===== src/rtl/bus_pkg.sv =====
// Shared definitions for the bus controller: FSM states, E-clock period
// defaults and the byte-lane helpers used by the cycle sequencer.
package bus_pkg;

   typedef enum logic [2:0] {
      ST_IDLE,
      ST_ADDR,
      ST_STROBE,
      ST_WAIT,
      ST_LATCH,
      ST_VSYNC,
      ST_VCYC,
      ST_END
   } bus_state_t;

   localparam int unsigned E_LOW_DEFAULT  = 6;
   localparam int unsigned E_HIGH_DEFAULT = 4;

   // Returns {UDS, LDS}; even byte addresses live on the upper data lane.
   function automatic logic [1:0] lane_sel(input logic word, input logic a0);
      if (word) return 2'b11;
      return a0 ? 2'b01 : 2'b10;
   endfunction

   function automatic logic [15:0] read_lane(input logic [15:0] d, input logic word,
                                             input logic a0);
      if (word) return d;
      return a0 ? {8'h00, d[7:0]} : {8'h00, d[15:8]};
   endfunction

endpackage


===== src/rtl/e_clock_gen.sv =====
// Free-running E peripheral clock: low for LOW_CYCLES, high for HIGH_CYCLES,
// with a strobe marking the final high count of each period.
module e_clock_gen
   import bus_pkg::*;
#(
   parameter int unsigned LOW_CYCLES  = E_LOW_DEFAULT,
   parameter int unsigned HIGH_CYCLES = E_HIGH_DEFAULT
) (
   input  logic CLK,
   input  logic RESET,
   output logic E,
   output logic last_high
);

   localparam int unsigned PERIOD = LOW_CYCLES + HIGH_CYCLES;
   localparam int unsigned CW     = (PERIOD > 1) ? $clog2(PERIOD) : 1;

   logic [CW-1:0] r_cnt;
   logic          r_e;
   logic [CW-1:0] w_cnt_next;

   assign w_cnt_next = (r_cnt == CW'(PERIOD - 1)) ? '0 : r_cnt + CW'(1);

   // E is registered from the next count so it stays aligned with r_cnt.
   always_ff @(posedge CLK) begin
      if (RESET) begin
         r_cnt <= '0;
         r_e   <= 1'b0;
      end else begin
         r_cnt <= w_cnt_next;
         r_e   <= (w_cnt_next >= CW'(LOW_CYCLES));
      end
   end

   assign E         = r_e;
   assign last_high = (r_cnt == CW'(PERIOD - 1));

endmodule


===== src/rtl/bus_controller.sv =====
// Bus controller: runs 68000-style asynchronous (DTACK) and E-synchronous
// (VPA/VMA) bus cycles on behalf of a single core request port.
module bus_controller
   import bus_pkg::*;
#(
   parameter int unsigned E_LOW_CYCLES  = E_LOW_DEFAULT,
   parameter int unsigned E_HIGH_CYCLES = E_HIGH_DEFAULT
) (
   input  logic        CLK,
   input  logic        RESET,
   input  logic        req,
   input  logic        req_write,
   input  logic        req_word,
   input  logic [31:0] req_addr,
   input  logic [2:0]  req_fc,
   input  logic [15:0] req_wdata,
   output logic        ack,
   output logic        err,
   output logic [15:0] rdata,
   output logic        busy,
   output logic [30:0] A,
   output logic [2:0]  FC,
   output logic        AS,
   output logic        UDS,
   output logic        LDS,
   output logic        RW,
   input  logic [15:0] D_in,
   output logic [15:0] D_out,
   output logic        D_oe,
   input  logic        DTACK,
   input  logic        BERR,
   input  logic        VPA,
   output logic        E,
   output logic        VMA
);

   bus_state_t  r_state;
   logic        r_write, r_word, r_a0;
   logic [30:0] r_A;
   logic [2:0]  r_FC;
   logic        r_AS, r_UDS, r_LDS, r_RW, r_doe, r_vma;
   logic        r_ack, r_err, r_busy;
   logic [15:0] r_dout, r_rdata;
   logic        w_e, w_last_high;
   logic [1:0]  w_sel;

   e_clock_gen #(
      .LOW_CYCLES (E_LOW_CYCLES),
      .HIGH_CYCLES(E_HIGH_CYCLES)
   ) u_e_clock_gen (
      .CLK      (CLK),
      .RESET    (RESET),
      .E        (w_e),
      .last_high(w_last_high)
   );

   assign w_sel = lane_sel(r_word, r_a0);

   // Outputs are registered on the transition into each state, so they are
   // valid during the cycle the state is occupied.
   always_ff @(posedge CLK) begin
      if (RESET) begin
         r_state <= ST_IDLE;
         r_write <= 1'b0;
         r_word  <= 1'b0;
         r_a0    <= 1'b0;
         r_A     <= '0;
         r_FC    <= '0;
         r_AS    <= 1'b0;
         r_UDS   <= 1'b0;
         r_LDS   <= 1'b0;
         r_RW    <= 1'b1;
         r_doe   <= 1'b0;
         r_vma   <= 1'b0;
         r_ack   <= 1'b0;
         r_err   <= 1'b0;
         r_busy  <= 1'b0;
         r_dout  <= '0;
         r_rdata <= '0;
      end else begin
         r_ack <= 1'b0;
         r_err <= 1'b0;
         case (r_state)
            ST_IDLE: begin
               if (req) begin
                  r_write <= req_write;
                  r_word  <= req_word;
                  r_a0    <= req_addr[0];
                  if (req_word && req_addr[0]) begin
                     r_err <= 1'b1;
                  end else begin
                     r_state <= ST_ADDR;
                     r_busy  <= 1'b1;
                     r_A     <= req_addr[31:1];
                     r_FC    <= req_fc;
                     r_RW    <= ~req_write;
                     if (req_write)
                        r_dout <= req_word ? req_wdata : {2{req_wdata[7:0]}};
                  end
               end
            end
            ST_ADDR: begin
               r_state <= ST_STROBE;
               r_AS    <= 1'b1;
               r_doe   <= r_write;
               if (!r_write) {r_UDS, r_LDS} <= w_sel;
            end
            ST_STROBE: begin
               r_state        <= ST_WAIT;
               {r_UDS, r_LDS} <= w_sel;
            end
            ST_WAIT: begin
               if (BERR) begin
                  r_state <= ST_END;
                  r_err   <= 1'b1;
                  {r_AS, r_UDS, r_LDS} <= 3'b000;
               end else if (DTACK) begin
                  r_state <= ST_LATCH;
               end else if (VPA) begin
                  r_state <= ST_VSYNC;
               end
            end
            ST_LATCH: begin
               if (!r_write) r_rdata <= read_lane(D_in, r_word, r_a0);
               r_state <= ST_END;
               r_ack   <= 1'b1;
               {r_AS, r_UDS, r_LDS} <= 3'b000;
            end
            ST_VSYNC: begin
               if (BERR) begin
                  r_state <= ST_END;
                  r_err   <= 1'b1;
                  {r_AS, r_UDS, r_LDS} <= 3'b000;
               end else if (w_last_high) begin
                  r_state <= ST_VCYC;
                  r_vma   <= 1'b1;
               end
            end
            ST_VCYC: begin
               if (BERR) begin
                  r_state <= ST_END;
                  r_err   <= 1'b1;
                  r_vma   <= 1'b0;
                  {r_AS, r_UDS, r_LDS} <= 3'b000;
               end else if (w_last_high) begin
                  if (!r_write) r_rdata <= read_lane(D_in, r_word, r_a0);
                  r_state <= ST_END;
                  r_ack   <= 1'b1;
                  r_vma   <= 1'b0;
                  {r_AS, r_UDS, r_LDS} <= 3'b000;
               end
            end
            ST_END: begin
               r_state <= ST_IDLE;
               r_RW    <= 1'b1;
               r_doe   <= 1'b0;
               r_busy  <= 1'b0;
            end
            default: r_state <= ST_IDLE;
         endcase
      end
   end

   assign ack   = r_ack;
   assign err   = r_err;
   assign rdata = r_rdata;
   assign busy  = r_busy;
   assign A     = r_A;
   assign FC    = r_FC;
   assign AS    = r_AS;
   assign UDS   = r_UDS;
   assign LDS   = r_LDS;
   assign RW    = r_RW;
   assign D_out = r_dout;
   assign D_oe  = r_doe;
   assign E     = w_e;
   assign VMA   = r_vma;

endmodule


===== config.mk =====
export PLATFORM = sky130hd
export DESIGN_NAME = bus_controller
export DESIGN_NICKNAME = d
export VERILOG_FILES = /design/src/rtl/bus_pkg.sv /design/src/rtl/e_clock_gen.sv /design/src/rtl/bus_controller.sv
export SDC_FILE = /design/constraint.sdc
export NUM_CORES = 1
export LEC_CHECK = 0
export ABC_AREA = 1
export BUFFER_PORTS_ARGS = -buffer_cell sky130_fd_sc_hd__buf_2
export CORE_MARGIN = 2
export CORE_UTILIZATION = 53
export CTS_BUF_LIST = sky130_fd_sc_hd__clkbuf_2
export CTS_CLUSTER_SIZE = 30
export DETAILED_ROUTE_END_ITERATION = 10
export PLACE_DENSITY = 0.87
export SYNTH_ARGS = -nofsm -noshare
export SYNTH_HDL_FRONTEND = slang
export SYNTH_SLANG_ARGS = --single-unit

===== constraint.sdc =====
create_clock -name CLK -period 3.7 [get_ports CLK]
set_clock_uncertainty 0.15 [all_clocks]
set_input_delay 0.37 -clock CLK [delete_from_list [all_inputs] [get_ports CLK]]
set_output_delay 0.37 -clock CLK [all_outputs]
set_load 0.01 [all_outputs]

# After elaboration in Yosys (flattened, before gate mapping)
# Cells that the tools add are included.
# classes
n_addsub	1
n_lt_le_gt_ge	1
eq_ne	21
n_mux	57
n_bitwise	2
reduce_logical	19
# op_table
operator	n
16-bit two-way mux	8
16-bit one-hot mux with 2 select lines	1
3-bit two-way mux	9
1-bit two-way mux	24
3-bit one-hot mux with 8 select lines	1
2-bit inequality test, second input constant	7
3-bit == test, second input constant	4
1-bit one-hot mux with 2 select lines	6
4-bit AND reduction	3
1-bit one-hot mux with 5 select lines	2
5-bit AND reduction	2
3-bit AND reduction	3
8-bit two-way mux	1
2-bit nonzero test	4
3-bit by 2-bit == test with 1-bit output, second input constant	2
2-bit two-way mux	3
2-bit by 1-bit inequality test with 1-bit output, second input constant	3
3-bit by 2-bit inequality test with 1-bit output, second input constant	2
5-bit nonzero test	1
4-bit by 1-bit adder with 4-bit output, second input constant	1
4-bit == test, second input constant	1
4-bit by 3-bit >= comparator with 1-bit output, second input constant	1
4-bit two-way mux	1
4-bit inequality test, second input constant	1
other kinds (9)	10
# totals
ff_bits	86
input_bits	75
out_inout_bits	76
elab_cells	120

# Logic depth before layout (Yosys ltp)
# depth
ltp_word	11
depth_mapped	10
mapped_depth_nobuf	8

# By module
# Synthesis repeated with hierarchy kept, for this count alone.
# hier_totals
hier_cells	500
hier_area_um2	3547.2
# modules_own_cells
mod	n_inst	cells_each	area_per_inst_um2
bus_controller	1	470	3338.2
e_clock_gen	1	30	209.0

# Least setup slack after synthesis
# OpenSTA, ideal clock, no wires.
# synth_timing
kind	input -> register
from	input req_word
to	register r_dout[3] (netlist: D_out[3])
setup_time_ns	0.128
arrival_time_ns	1.287
required_ns	3.422
setup_slack_ns	2.135
path_stages	9
path_cell_list	buf_2 nand2_1 inv_1 nor2_1 nand3_2 buf_2 nor2_1 a21oi_1 nor2_1
# synth_between
elab_chain_len	3
# synth_lines
element	line	source
start: declaration	bus_controller.sv:13	input logic req_word,
1-bit logical AND	bus_controller.sv:89	if (req_word && req_addr[0]) begin
1-bit inverter (no source line)	n/a	
4-bit AND reduction (no source line)	n/a	
end signal: assignment	bus_controller.sv:98	r_dout <= req_word ? req_wdata : {2{req_wdata[7:0]}};
end: declaration	bus_controller.sv:43	logic [15:0] r_dout, r_rdata;
# Every way passes these cells.
# A chain may end at the register's enable or synchronous reset.

# Worst setup path in the final report
# layout_timing
from	register r_state[1]
to	register r_A[28] (netlist: A[28])
# layout_between
elab_chain_len	2
# layout_lines
element	line	source
start: declaration	bus_controller.sv:37	bus_state_t r_state;
start signal: assignment	bus_controller.sv:63	r_state <= ST_IDLE;
start signal: assignment	bus_controller.sv:92	r_state <= ST_ADDR;
start signal: assignment	bus_controller.sv:103	r_state <= ST_STROBE;
3-bit logical NOT	bus_controller.sv:83	case (r_state)
3-bit AND reduction (no source line)	n/a	
end signal: assignment	bus_controller.sv:94	r_A <= req_addr[31:1];
end: declaration	bus_controller.sv:39	logic [30:0] r_A;
# Every way passes these cells.

==> flow_metrics.py <==
metrics = {
    "sta": {
        "rsz0062_at_grt": "false",
        "slew_viol_final": 0,
        "fin_tns_setup_ns": 0,
        "hold_viol_final": 0,
        "finalCritPeriodShare_pct": 55.75,
        "max_freq_mhz": 484.8,
        "worst_pin_slew_ns": 0.6946,
        "max_slew_margin_pct": 53.64,
        "min_period_ns": 2.063,
        "setup_viol": 0,
    },
    "die": {
        "die_h_um": 86.40,
        "dieArea_um2": 7465,
        "num_io_pins": 151,
        "die_w_um": 86.40,
        "rows": 30,
        "coreArea_um2": 6681,
        "start_util_pct": 53.86,
    },
    "hold_path": {
        "hp-class": "primary input to flip-flop",
        "min_from": "req_wdata[0]",
        "min_to": "D_out[0]",
        "hold_depth": 5,
    },
    "critical_path": {
        "reg2regPathDepth": 8,
        "cpMaxStageDelayCell": "dfxtp_1",
        "r2r-start": "r_state[1]",
        "cpPeakStageDelay_ns": 0.45,
        "crit_required_ns": 3.99,
        "path_class": "flip-flop to flip-flop",
        "r2r-end": "A[28]",
        "critPathLaunchType": "flip-flop",
        "path_delay_family": "simple AND/OR/NAND/NOR gates",
        "cp_cell_sequence": "nor2_4, nand2_2, nor2_4, inv_4, nor2_8, inv_4, nor2_1, nor2_1",
        "cp.arrival_ns": 2.36,
        "crit_buf_inv": 2,
        "r2r_setup_slack_ns": 1.64,
        "critPathMaxFanout": 36,
        "endpoint_kind": "flip-flop",
    },
    "grt": {
        "grt_max_degree": 37,
        "grt.total_usage_pct": 27.35,
        "antenna_found_initial": 0,
        "overflow": 0,
        "grt_pass1_wl_mm": 16.18,
        "first_global_vias": 3644,
    },
    "drt": {
        "ant_nets": 0,
        "first_pass_iters": 7,
        "wl_per_cell_um": 13.78,
        "wl_mm": 10.43,
        "drc": 0,
        "drt-initial-drc-count": 282,
        "avgViaCountPerCell": 5.262,
        "vias": 3983,
    },
    "logic_synthesis": {
        "yosys.area.top_type": "dfxtp_1",
        "yosysMostFrequentCell": "nor2_1",
        "netlist_instances": 503,
        "synth.distinct_cells": 26,
        "synth-async-reset-ratio_pct": 0,
        "ys_seq_area_share_pct": 47.84,
        "synth_warnings": 0,
        "synth.top_cell.area_share_pct": 47.84,
        "synth_seq_cells": 86,
        "synth_ff_type": "dfxtp_1",
        "ys_top_cells_by_area": "dfxtp_1 (48%), nor2_1 (12%), nand2_1 (8.2%), o21ai_0 (7.6%), a21oi_1 (5.7%)",
        "synthesis.nets": 578,
        "syn_area_um2": 3598,
        "synth_common_cells": "nor2_1 (116), dfxtp_1 (86), nand2_1 (79), o21ai_0 (55), a21oi_1 (41)",
        "avgSynthCellArea_um2": 7.154,
        "synth-edff-count": 0,
    },
    "clock_network": {
        "cts-root-buf": "clkbuf_2",
        "post_cts_resized": 0,
        "cts_tree": "built",
        "cts-htree-levels": 3,
        "cts_buffer_depth": 2,
        "cts_setup_buffers": 0,
        "clock_sinks": 86,
        "clkLatencyLatePin_ns": 0.52,
        "cts_made_buffers": 9,
        "clk_pin_slew_worst_paths_ns": 0.22,
    },
    "job": {
        "drv_cap": 0,
    },
    "cells_and_area": {
        "diodes": 0,
        "drive_gt1_share_pct": 26.00,
        "nets": 749,
        "synthToLayoutAreaGrowth_pct": 33.28,
        "final_core_util_pct": 71.78,
    },
    "outcome": {
        "outcome": "finished, final reports clean",
    },
    "power_and_ir_drop": {
        "p_per_area_nw_per_um2": 610.3,
        "vdd_drop_max_mv": 0.3346,
        "total_power_uw": 2927,
        "p_leak_uw": 0.002444,
    },
    "place": {
        "io_buffer_count": 150,
        "gp_congestion": 0.9332,
        "hpwl_mm": 6.468,
    },
}
[per-layer routing]
| metal | up-vias | wire length [um] | global-route usage, % |
|---|---|---|---|
| li1 | 1942 | - | - |
| met1 | 1818 | 4087 | 30.54 |
| met2 | 185 | 5081 | 47.13 |
| met3 | 38 | 884 | 7.048 |
| met4 | 0 | 378 | 15.48 |
| met5 | - | 0 | 0 |
[state kept, by name, indices dropped and copies added (netlist names)]
signal and flops:
A 31, AS 1, D_oe 1, D_out 16, FC 3, LDS 1
RW 1, UDS 1, VMA 1, ack 1, busy 1, err 1
r_a0 1, r_state 3, r_word 1, r_write 1, rdata 16, u_e_clock_gen.E 1
u_e_clock_gen.r_cnt 4
[area by class of cell]
type,instances,area (um^2)
clock buffer,10,50.05
clock inverter,4,72.57
fill,527,1886
inverter,42,162.7
multi-input combinational,347,1560
sequential,86,1722
tap,80,100.1
timing repair buffer,188,1129
[logic make-up (layout without fill, tap and decap cells)]
| group | count (synthesis) | after routing | share of synthesized area, % |
|---|---|---|---|
| simple gates | 233 | 233 | 27.02 |
| buf+inv | 70 | 244 | 8.797 |
| flops | 86 | 86 | 47.84 |
| compound gates | 113 | 113 | 16.10 |
| xor+xnor | 1 | 1 | 0.2434 |
[report_power, final]
part	total (uW)	leakage (uW)	internal (uW)	switching, uW
registers	1290	0.000703	1130	156
clock network	524	0.0000759	220	304
logic	1120	0.00166	409	706
[worst min-delay path: cells and delay by family]
kind	cells	cell delay (ns)
compound gates	1	0.05
buf+inv	2	0.11
simple gates	2	0.16
[metrics by stage]
| stage | std cells | hold slack, ns | setup WS [ns] | instance area (um^2) |
|---|---|---|---|---|
| after floorplan | 503 | 0.2723 | 2.135 | 3598 |
| after global placement | 706 | 0.2784 | 1.592 | 4303 |
| after detailed placement | 706 | 0.2840 | 1.509 | 4303 |
| after CTS | 757 | 0.007257 | 1.655 | 4796 |
| after global routing | 757 | 0.01234 | 1.473 | 4796 |
| final | 757 | 0.02667 | 1.637 | 4796 |
[what timing repair did]
action	in CTS	in global routing
hold endpoints to repair	37	0
setup endpoints to repair	0	0
hold buffers	37	0
[cells in the final DEF (no fill, tap or decap)]
master and instances:
nand2_2 1, nand4_1 2, buf_4 1, o21ai_4 1, nor3_1 1, bufinv_16 2
nor2_2 1, nand3_1 28, xor2_1 1, inv_1 38, nand3_2 1, nor2_1 116
o21ai_1 14, nor2_8 1, a31oi_1 2, dfxtp_1 86, inv_2 2, buf_2 150
a21oi_1 41, nand3_4 1, nand2_1 79, o21ai_0 55, clkinv_1 1, clkbuf_2 10
nor2_4 2, inv_6 1, dlygate4sd3_1 37, inv_4 2
[how the worst max path moves through the flow]
| stage | endpoint | cells past startpoint | from | slack (ns) |
|---|---|---|---|---|
| final | A[28] | 8 | r_state[1] | 1.64 |
| after global placement | r_word | 5 | RESET | 1.59 |
| after detailed placement | D_out[8] | 5 | RESET | 1.51 |
| after global routing | A[24] | 8 | r_state[0] | 1.47 |
| after floorplan | D_out[3] | 9 | req_word | 2.14 |
| after CTS | rdata[7] | 7 | u_e_clock_gen.r_cnt[0] | 1.66 |
(Power assumes the default switching activity.)
